## config.mk

```make
export PLATFORM = sky130hd
export DESIGN_NAME = prco_lsu
export DESIGN_NICKNAME = d
export VERILOG_FILES = /design/src/rtl/prco_lsu_pkg.sv /design/src/rtl/prco_lsu.sv
export SDC_FILE = /design/constraint.sdc
export NUM_CORES = 1
export LEC_CHECK = 0
export CAP_MARGIN = 20
export CORE_MARGIN = 2
export CORE_UTILIZATION = 35
export CTS_BUF_LIST = sky130_fd_sc_hd__clkbuf_8
export DETAILED_ROUTE_END_ITERATION = 12
export PLACE_DENSITY = 0.68
export SETUP_SLACK_MARGIN = 0.05
export SYNTH_ARGS = -nofsm -noshare
export SYNTH_HDL_FRONTEND = slang
export SYNTH_SLANG_ARGS = --single-unit
export TNS_END_PERCENT = 50
```

## constraint.sdc

```tcl
create_clock -name i_clk -period 1.8 [get_ports i_clk]
set_input_delay 0.27 -clock i_clk [delete_from_list [all_inputs] [get_ports i_clk]]
set_output_delay 0.27 -clock i_clk [all_outputs]
set_load 0.01 [all_outputs]
```

## src/rtl/prco_lsu_pkg.sv

```systemverilog
// rtl/prco_lsu_pkg.sv - opcodes, state encoding and defaults for the load/store stage
package prco_lsu_pkg;

    localparam logic [4:0] PRCO_OP_LW = 5'h0A;
    localparam logic [4:0] PRCO_OP_SW = 5'h0B;

    localparam int PRCO_LSU_TIMEOUT_DEFAULT = 16;

    typedef enum logic [1:0] {
        LSU_IDLE   = 2'd0,
        LSU_ACCESS = 2'd1,
        LSU_RESP   = 2'd2
    } lsu_state_t;

    function automatic logic is_mem_op(input logic [4:0] op);
        return (op == PRCO_OP_LW) || (op == PRCO_OP_SW);
    endfunction

endpackage

```

## src/rtl/prco_lsu.sv

```systemverilog
// rtl/prco_lsu.sv - load/store stage: one req/ack data-RAM transaction per captured ALU result
module prco_lsu
    import prco_lsu_pkg::*;
#(
    parameter int DATA_W      = 16,
    parameter int ADDR_W      = 16,
    parameter int REGSEL_W    = 3,
    parameter int TIMEOUT_CYC = PRCO_LSU_TIMEOUT_DEFAULT
) (
    input  logic                i_clk,
    input  logic                i_rst_n,
    input  logic                i_ce_ram,
    input  logic [4:0]          i_op,
    input  logic [ADDR_W-1:0]   i_addr,
    input  logic [DATA_W-1:0]   i_st_data,
    input  logic [REGSEL_W-1:0] i_dst_reg,
    output logic                q_ram_req,
    output logic                q_ram_we,
    output logic [ADDR_W-1:0]   q_ram_addr,
    output logic [DATA_W-1:0]   q_ram_wdata,
    input  logic                i_ram_ack,
    input  logic [DATA_W-1:0]   i_ram_rdata,
    output logic                q_ce_reg,
    output logic [REGSEL_W-1:0] q_reg_wsel,
    output logic [DATA_W-1:0]   q_reg_wdata,
    output logic                q_done,
    output logic                q_fault,
    output logic                q_busy
);

    localparam int CNT_W = $clog2(TIMEOUT_CYC);
    localparam logic [CNT_W-1:0] CNT_LAST = CNT_W'(TIMEOUT_CYC - 1);

    lsu_state_t          state;
    logic [CNT_W-1:0]    cnt;
    logic                is_lw;
    logic [REGSEL_W-1:0] dst_reg;

    always_ff @(posedge i_clk or negedge i_rst_n) begin
        if (!i_rst_n) begin
            state       <= LSU_IDLE;
            cnt         <= '0;
            is_lw       <= 1'b0;
            dst_reg     <= '0;
            q_ram_req   <= 1'b0;
            q_ram_we    <= 1'b0;
            q_ram_addr  <= '0;
            q_ram_wdata <= '0;
            q_ce_reg    <= 1'b0;
            q_reg_wsel  <= '0;
            q_reg_wdata <= '0;
            q_done      <= 1'b0;
            q_fault     <= 1'b0;
            q_busy      <= 1'b0;
        end else begin
            // Result strobes are single-cycle; they are only raised on entry to RESP.
            q_done   <= 1'b0;
            q_ce_reg <= 1'b0;
            q_fault  <= 1'b0;

            unique case (state)
                LSU_IDLE: begin
                    if (i_ce_ram) begin
                        is_lw   <= (i_op == PRCO_OP_LW);
                        dst_reg <= i_dst_reg;
                        q_busy  <= 1'b1;
                        if (is_mem_op(i_op)) begin
                            state       <= LSU_ACCESS;
                            cnt         <= '0;
                            q_ram_req   <= 1'b1;
                            q_ram_we    <= (i_op == PRCO_OP_SW);
                            q_ram_addr  <= i_addr;
                            q_ram_wdata <= i_st_data;
                        end else begin
                            state  <= LSU_RESP;
                            q_done <= 1'b1;
                        end
                    end
                end

                LSU_ACCESS: begin
                    // An ack arriving on the final allowed cycle still counts as success.
                    if (i_ram_ack) begin
                        state     <= LSU_RESP;
                        q_ram_req <= 1'b0;
                        q_done    <= 1'b1;
                        if (is_lw) begin
                            q_ce_reg    <= 1'b1;
                            q_reg_wsel  <= dst_reg;
                            q_reg_wdata <= i_ram_rdata;
                        end
                    end else if (cnt == CNT_LAST) begin
                        state     <= LSU_RESP;
                        q_ram_req <= 1'b0;
                        q_done    <= 1'b1;
                        q_fault   <= 1'b1;
                    end else begin
                        cnt <= cnt + 1'b1;
                    end
                end

                LSU_RESP: begin
                    state  <= LSU_IDLE;
                    q_busy <= 1'b0;
                end

                default: begin
                    state     <= LSU_IDLE;
                    q_ram_req <= 1'b0;
                    q_busy    <= 1'b0;
                end
            endcase
        end
    end

endmodule

```

## Word level (Yosys, flattened, before mapping)

Cells that the tools add are included.

| operators by class | value |
|---|---|
| $add $sub $neg | 1 |
| equality and inequality tests | 10 |
| reduce and logical (&&, ||, !) cells | 10 |
| bitwise logic cells | 2 |
| multiplexer cells | 27 |

Operator list:

| kind | number |
|---|---|
| 4-bit 2-to-1 mux | 4 |
| 1-bit 2-to-1 mux | 14 |
| 5-bit by 4-bit == test with 1-bit output, second input constant | 2 |
| 2-bit 2-to-1 mux | 4 |
| 2-bit inequality test, second input constant | 4 |
| 4-bit one-hot mux with 2 select lines | 1 |
| 2-bit AND reduction | 3 |
| 3-bit AND reduction | 2 |
| 5-bit AND reduction | 1 |
| 4-bit by 1-bit adder with 4-bit output, second input constant | 1 |
| 4-bit == test, second input constant | 1 |
| 1-bit one-hot mux with 2 select lines | 2 |
| 2-bit one-hot mux with 2 select lines | 1 |
| 4-bit AND reduction | 1 |
| 3-bit inequality test, second input constant | 1 |
| 1-bit one-hot mux with 3 select lines | 1 |
| 2-bit by 1-bit == test with 1-bit output, second input constant | 1 |
| 2-bit == test, second input constant | 1 |
| 2-bit logical NOT | 1 |
| 1-bit NOT | 2 |
| 2-bit nonzero test | 1 |
| 1-bit logical OR | 1 |

| storage, ports and cells | value |
|---|---|
| output and inout port bits | 57 |
| input port bits | 60 |
| bits in registers | 67 |

## Logic depth before layout (Yosys ltp)

Gate-level depths: netlist (run 1).

| depth | value |
|---|---|
| word-level depth | 5 |
| mapped depth | 5 |
| depth with buffers taken out | 4 |

## Worst setup path after synthesis (run 1)

No wires, ideal clock.

| path | value |
|---|---|
| path kind | reg2reg |
| start | register state[0] |
| end | register q_ram_addr[0] |
| setup slack | 0.273 ns |
| arrival time | 1.402 ns |
| path buffers | 2 |
| period minus slack after synthesis | 1.527 ns |
| stages on the path, launching flop included | 6 |
| path through | dfrtp_1 -> buf_6 -> nor3b_4 -> nand2_4 -> buf_6 -> mux2_4 |

| between the ends | value |
|---|---|
| longest elaborated chain between the ends | 2 |

RTL lines:

| what | line | RTL |
|---|---|---|
| start, declared | prco_lsu.sv:34 | `lsu_state_t state;` |
| start signal, assigned | prco_lsu.sv:41 | `state <= LSU_IDLE;` |
| start signal, assigned | prco_lsu.sv:68 | `state <= LSU_ACCESS;` |
| start signal, assigned | prco_lsu.sv:75 | `state <= LSU_RESP;` |
| 2-bit logical NOT | prco_lsu.sv:61 | `unique case (state)` |
| 3-bit AND reduction (no source line) | n/a |  |
| end signal, assigned | prco_lsu.sv:72 | `q_ram_addr <= i_addr;` |
| end, declared | prco_lsu.sv:19 | `output logic [ADDR_W-1:0] q_ram_addr,` |

Every way passes these cells.
A chain may end at the register's enable or synchronous reset.

## Worst setup path in the final report (run 1)

| path | value |
|---|---|
| start | register q_ram_req |
| end | output port q_ram_req |

RTL lines:

| what | line | RTL |
|---|---|---|
| start, declared | prco_lsu.sv:17 | `output logic q_ram_req,` |
| start signal, assigned | prco_lsu.sv:45 | `q_ram_req <= 1'b0;` |
| start signal, assigned | prco_lsu.sv:70 | `q_ram_req <= 1'b1;` |
| start signal, assigned | prco_lsu.sv:85 | `q_ram_req <= 1'b0;` |

No word-level cell between the ends.

==> run metrics, run 1 <==
via count=~1800; area of the multi-input gates=around 970 µm²; reg2reg setup slack=around 0.32 ns; Reg power frac=between 40 and 50%; CTS Hold Bufs=1; P_sw=1.08 mW; post-route cell area=4320 µm²; clock buffer count from CTS=9; number of fill cells=about 630; IO Count=~120; largest registers=q_ram_addr: 16 flops, q_ram_wdata: 16 flops, q_reg_wdata: 16 flops; Yosys top cell area share=approximately three fifths; global-route wire length before repair=about 9300 µm; Largest delay share family, worst path=buffers and inverters; Setup Buffers After CTS=0; antenna diode count=0; most common cell in the netlist=dfrtp_1; RR Endpoint=cnt[0]$_DFFE_PN0P_; CP cell instances=clkdlybuf4s50_1; post-synth top area cell=dfrtp_1; area delta synth->final=58.9%; Logic pwr share=about 25%; Worst-path clk slew=roughly 0.07 ns; row cnt=32; Starting Density=35.7%; antenna violations before repair=0; setup TNS=0 ns; status=finished, final reports clean; max cap viols=0; First DRT Iteration DRCs=between 40 and 50; Yosys reg bits=67; Total GRT Usage=between 10% and 20%; Clock power frac=between 30% and 40%; routed len/inst=roughly 14 µm; core area=7610 µm²; Synth Cell Area=about 2700 µm²; Clock Skews=roughly 0.009 ns; Die Y=approximately 92 µm; CP max stage cell=clkdlybuf4s50_1; Peak VDD IR=around 0.48 mV; share of layout cells above drive strength 1=between 20% and 30%; Net Sw Frac=24.7%; final net count=roughly 360; worst rel slew slack=between 60% and 70%; DRT Pass-1 Iters=4; Register Area=~1700 µm²; fin. max-slew vios=0; post-layout min period=about 1.6 ns; Post-CTS Resized=0; CTS tree=built; grt total ovfl=0; Worst Path Required=~1.5 ns; H-tree Lvls=3; most frequent cells after synthesis=67 x dfrtp_1, 29 x mux2_4, 27 x mux2_2; final routed DRC violation total=0; ranking of synthesized cells by area=dfrtp_1 62%, mux2_4 16%, mux2_2 11%; Worst EP arrival=about 1.3 ns; pwr dens=1010 nW/µm²; die area=roughly 8500 µm²; Fin. Hold Viols=0; Final ANT Viol Nets=0; crit end category=primary output; final WL=5620 µm; clock root cell=clkbuf_8; clock latency on the worst-skew pair=about 0.33 ns; CTS Buffer Depth=2; Worst Path Max Fanout=3; HPWL after DPL=about 4200 µm; EDFF count, synth=0; leak pwr=between 2 and 2.5 nW; Placed Instance Area=about 4100 µm²; Async SR Flop Fraction=100%; PortBufs=roughly 120; final setup fails=0; pin count of the biggest net entering global routing=29; syn avg cell area=16.6 µm²; post-DR vias/cell=4.52; fmax=between 600 and 700 MHz; Post-Syn Instances=between 150 and 200; internal power=about 3.3 mW; routability congestion estimate=~0.72; Die X=approximately 92 µm; unrepaired setup endpoints after global routing=no; CTS Sinks=between 60 and 70; Synth Warn #=0; Yosys cell types=26; worst r2r path cells=4; r2r startpoint=cnt[0]$_DFFE_PN0P_; crit share post-route=86.3%; worst-margin pin slew=roughly 0.48 ns; CP max stage delay=0.56 ns; startpoint types=register; sequential cell area fraction in the yosys report=61.7%; Min-Delay Path Class=input pin to async pin; Bufs and invs on worst path=1; vias in the first global route=about 2000; Setup CP Type=register to primary output; Top FF cell, synth=dfrtp_1; syn_nets=roughly 230
worst reg2reg max path, delay by kind of cell (launching register included):
| family | cells | cell delay [ns] |
|---|---|---|
| flip-flops | 1 | 0.38 |
| adder cells (fa/ha/maj) | 1 | 0.20 |
| multiplexers | 1 | 0.36 |
| AO/OA/AOI/OAI | 1 | 0.26 |
| AND/OR/NAND/NOR | 1 | 0.16 |
worst max path at each step:
| stage | from | to | slack [ns] | cells after the start |
|---|---|---|---|---|
| final | q_ram_req$_DFFE_PN0P_ | q_ram_req | 0.25 | 1 |
| after global routing | q_ram_req$_DFFE_PN0P_ | q_ram_req | 0.20 | 1 |
| after CTS | q_ram_req$_DFFE_PN0P_ | q_ram_req | 0.21 | 1 |
| after detailed placement | i_ce_ram | q_ram_wdata[10]$_DFFE_PN0P_ | -0.006 | 5 |
| after global placement | i_ce_ram | q_ram_wdata[3]$_DFFE_PN0P_ | 0.006 | 5 |
| after floorplan | state[0]$_DFFE_PN0P_ | q_ram_addr[0]$_DFFE_PN0P_ | 0.27 | 5 |
routing by layer:
layer | global-route usage (%) | vias to the layer above | part of all wire, %
met5 | 0 | - | 0
met4 | 6.84 | 0 | 1.1
met3 | 4.60 | 8 | 7.7
met2 | 21.9 | 82 | 47
met1 | 17.8 | 880 | 44
li1 | - | 851 | -
final cells by class:
| class | count | area share [%] |
|---|---|---|
| Sequential cell | 67 | 38.8 |
| Timing Repair Buffer | 127 | 30.2 |
| Multi-Input combinational cell | 86 | 22.4 |
| Tap cell | 102 | 2.95 |
| Clock buffer | 9 | 2.87 |
| Clock inverter | 7 | 2.35 |
| Inverter | 5 | 0.434 |
layout by cell type (no fill, tap or decap), types with 3 or more instances in the layout:
cell type,netlist,final
clkdlybuf4s50_1,0,115
dfrtp_1,67,67
mux2_4,29,29
mux2_2,27,27
clkbuf_8,0,9
inv_1,5,5
buf_4,0,5
buf_12,0,5
nand3_1,4,4
nor2_1,3,3
mux2i_1,3,3
power groups by stage:
stage | clock network [mW] | registers (mW) | logic [mW]
after floorplan | 0 | 2.01 | 0.340
after global placement | 0 | 1.92 | 1.08
after detailed placement | 0 | 1.92 | 1.10
after CTS | 1.44 | 1.91 | 1.11
after global routing | 1.50 | 1.94 | 1.16
final | 1.38 | 1.90 | 1.09
cell families after synthesis:
kind of cell / synth area share (%)
AO/OA/AOI/OAI: 2.58
adder cells (fa/ha/maj): 0.460
buffers and inverters: 2.72
flip-flops: 61.7
multiplexers: 28.3
AND/OR/NAND/NOR: 4.28
metrics by stage:
| step | worst slack [ns] | cells | hold WS (ns) | total power, mW | util, % |
|---|---|---|---|---|---|
| 6_report | 0.247 | 403 | 0.434 | 4.37 | 56.8 |
| 5_1_grt | 0.197 | 403 | 0.472 | 4.60 | 56.8 |
| 4_1_cts | 0.214 | 403 | 0.429 | 4.45 | 56.8 |
| 3_5_place_dp | -0.00604 | 386 | 0.258 | 3.03 | 53.7 |
| 3_3_place_gp | 0.00574 | 386 | 0.254 | 3.00 | 53.7 |
| 2_1_floorplan | 0.273 | 164 | -0.0256 | 2.35 | - |
Power figures use the tool's default switching activity.
==> inputs of run 2 (changes only) <==
--- a/config.mk
+++ b/config.mk
@@ -6,11 +6,13 @@
 export NUM_CORES = 1
 export LEC_CHECK = 0
 export CAP_MARGIN = 20
+export CELL_PAD_IN_SITES_DETAIL_PLACEMENT = 0
+export CELL_PAD_IN_SITES_GLOBAL_PLACEMENT = 1
 export CORE_MARGIN = 2
-export CORE_UTILIZATION = 35
+export CORE_UTILIZATION = 34
 export CTS_BUF_LIST = sky130_fd_sc_hd__clkbuf_8
 export DETAILED_ROUTE_END_ITERATION = 12
-export PLACE_DENSITY = 0.68
+export PLACE_DENSITY_LB_ADDON = 0.1
 export SETUP_SLACK_MARGIN = 0.05
 export SYNTH_ARGS = -nofsm -noshare
 export SYNTH_HDL_FRONTEND = slang
==> run metrics, run 2 (synthesis gave the netlist of run 1 again) <==
status=finished, final reports clean; CTS Buffer Depth=2; setup TNS=0 ns; final WL=around 5600 µm; vias in the first global route=between 1500 and 2000; Setup Buffers After CTS=0; startpoint types=register; post-DR vias/cell=around 4.4; core area=~7700 µm²; max cap viols=0; fin. max-slew vios=0; Inst Count DP=between 300 and 400; Clock Skews=0.00443 ns; share of layout cells above drive strength 1=27.8%; pin count of the biggest net entering global routing=between 60 and 70; via count=1783; Die Y=93.4 µm; post-route cell area=between 4000 and 5000 µm²; leak pwr=2.04 nW; Die X=about 93 µm; Final ANT Viol Nets=0; DRT Pass-1 Iters=4; Peak VDD IR=about 0.50 mV; post-layout min period=approximately 1.5 ns; Largest delay share family, worst path=buffers and inverters; Min-Delay Path Class=input pin to async pin; IO Count=~120; HPWL after DPL=3950 µm; routed len/inst=14.1 µm; die area=slightly below 9000 µm²; CP cell instances=clkdlybuf4s50_1; Fin. Hold Viols=0; met1 Track Usage GR=a little under a fifth; clock buffer count from CTS=9; final net count=356; CP max stage delay=about 0.57 ns; H-tree Lvls=3; worst r2r path cells=4; clock root cell=clkbuf_8; worst-margin pin slew=roughly 0.37 ns; post-place setup slack=between 0.03 and 0.04 ns; Worst EP arrival=1.26 ns; antenna violations before repair=0; most frequent cells in the layout=115 x clkdlybuf4s50_1, 67 x dfrtp_1, 29 x mux2_4, 27 x mux2_2, 12 x clkbuf_8; GRT Max-Usage Layer=met2; Util after Layout=55.1%; row cnt=32; global-route wire length before repair=between 9000 and 10000 µm; met3 GRT Util=7.41%; worst rel slew slack=75.5%; grt total ovfl=0; CP Depth=1; largest registers=q_ram_addr: 16 flops, q_ram_wdata: 16 flops, q_reg_wdata: 16 flops; Final Total Pwr=approximately 4.1 mW; First DRT Iteration DRCs=31; Worst Path Max Fanout=2; final routed DRC violation total=0; final setup fails=0; fmax=approximately 650 MHz; Starting Density=35.2%; Fin Hold WS=between 0.4 and 0.5 ns; unrepaired setup endpoints after global routing=no; Worst Path Required=between 1.5 and 2 ns; Worst Slack Setup Final=between 0.2 and 0.3 ns; CTS Sinks=67; area delta synth->final=56.5%; most common cell after layout, fill and taps aside=clkdlybuf4s50_1; CP max stage cell=clkdlybuf4s50_1; Total GRT Usage=13.9%; clock latency on the worst-skew pair=0.33 ns; Placed Instance Area=just over 4000 µm²; PortBufs=approximately 120; antenna diode count=0; routability congestion estimate=around 0.67; Worst-path clk slew=0.07 ns; Bufs and invs on worst path=1; crit end category=primary output; Layout Cells excl Fill=approximately 400; pwr dens=between 900 and 1000 nW/µm²; met2 usage=19.8%; CTS tree=built; crit share post-route=between 80% and 90%; Setup CP Type=register to primary output
-- run 2: cell count changes in the layout (fill, tap and decap cells not counted) --
cell | before | now
inv_6 | 1 | 0
buf_12 | 5 | 4
bufinv_16 | 2 | 0
inv_1 | 5 | 6
clkinvlp_4 | 2 | 0
clkbuf_8 | 9 | 12
clkinv_4 | 2 | 0
clkinv_2 | 0 | 2
-- run 2: final cells by class --
class	count	area, µm²
well taps	102	128
clock inverters	3	13.8
flip-flops and latches	67	1680
inverters	5	18.8
fillers	650	3470
clock buffers	12	165
multi-input cells	86	968
repair buffers	126	1280
-- run 2: per-layer routing --
metal | vias to the layer above | routed length (µm)
met5 | - | 0
met4 | 0 | 69
met3 | 7 | 608
met2 | 79 | 2460
li1 | 840 | -
met1 | 857 | 2510
-- run 2: power breakdown --
| part | internal (mW) | total, mW | switching [mW] |
|---|---|---|---|
| combinational | 0.752 | 1.08 | 0.331 |
| sequential | 1.75 | 1.90 | 0.148 |
| clock | 0.596 | 1.12 | 0.523 |
-- run 2: worst paths after layout --
check                                                start                        end  slack [ns]
max in group asynchronous                          i_rst_n  q_ram_addr[3]$_DFFE_PN0P_        1.02
worst max-delay path            q_ram_wdata[7]$_DFFE_PN0P_             q_ram_wdata[7]        0.27
worst min register to register      dst_reg[2]$_DFFE_PN0P_  q_reg_wsel[2]$_DFFE_PN0P_        0.50
worst max register to register          cnt[0]$_DFFE_PN0P_         cnt[0]$_DFFE_PN0P_        0.31
worst min-delay path                               i_rst_n         cnt[3]$_DFFE_PN0P_        0.47
min in group i_clk                  dst_reg[2]$_DFFE_PN0P_  q_reg_wsel[2]$_DFFE_PN0P_        0.50
-- run 2: what timing repair did --
item	CTS	global route
resized for setup	0	0
endpoints found under the hold margin	67	0
hold buffers	1	0
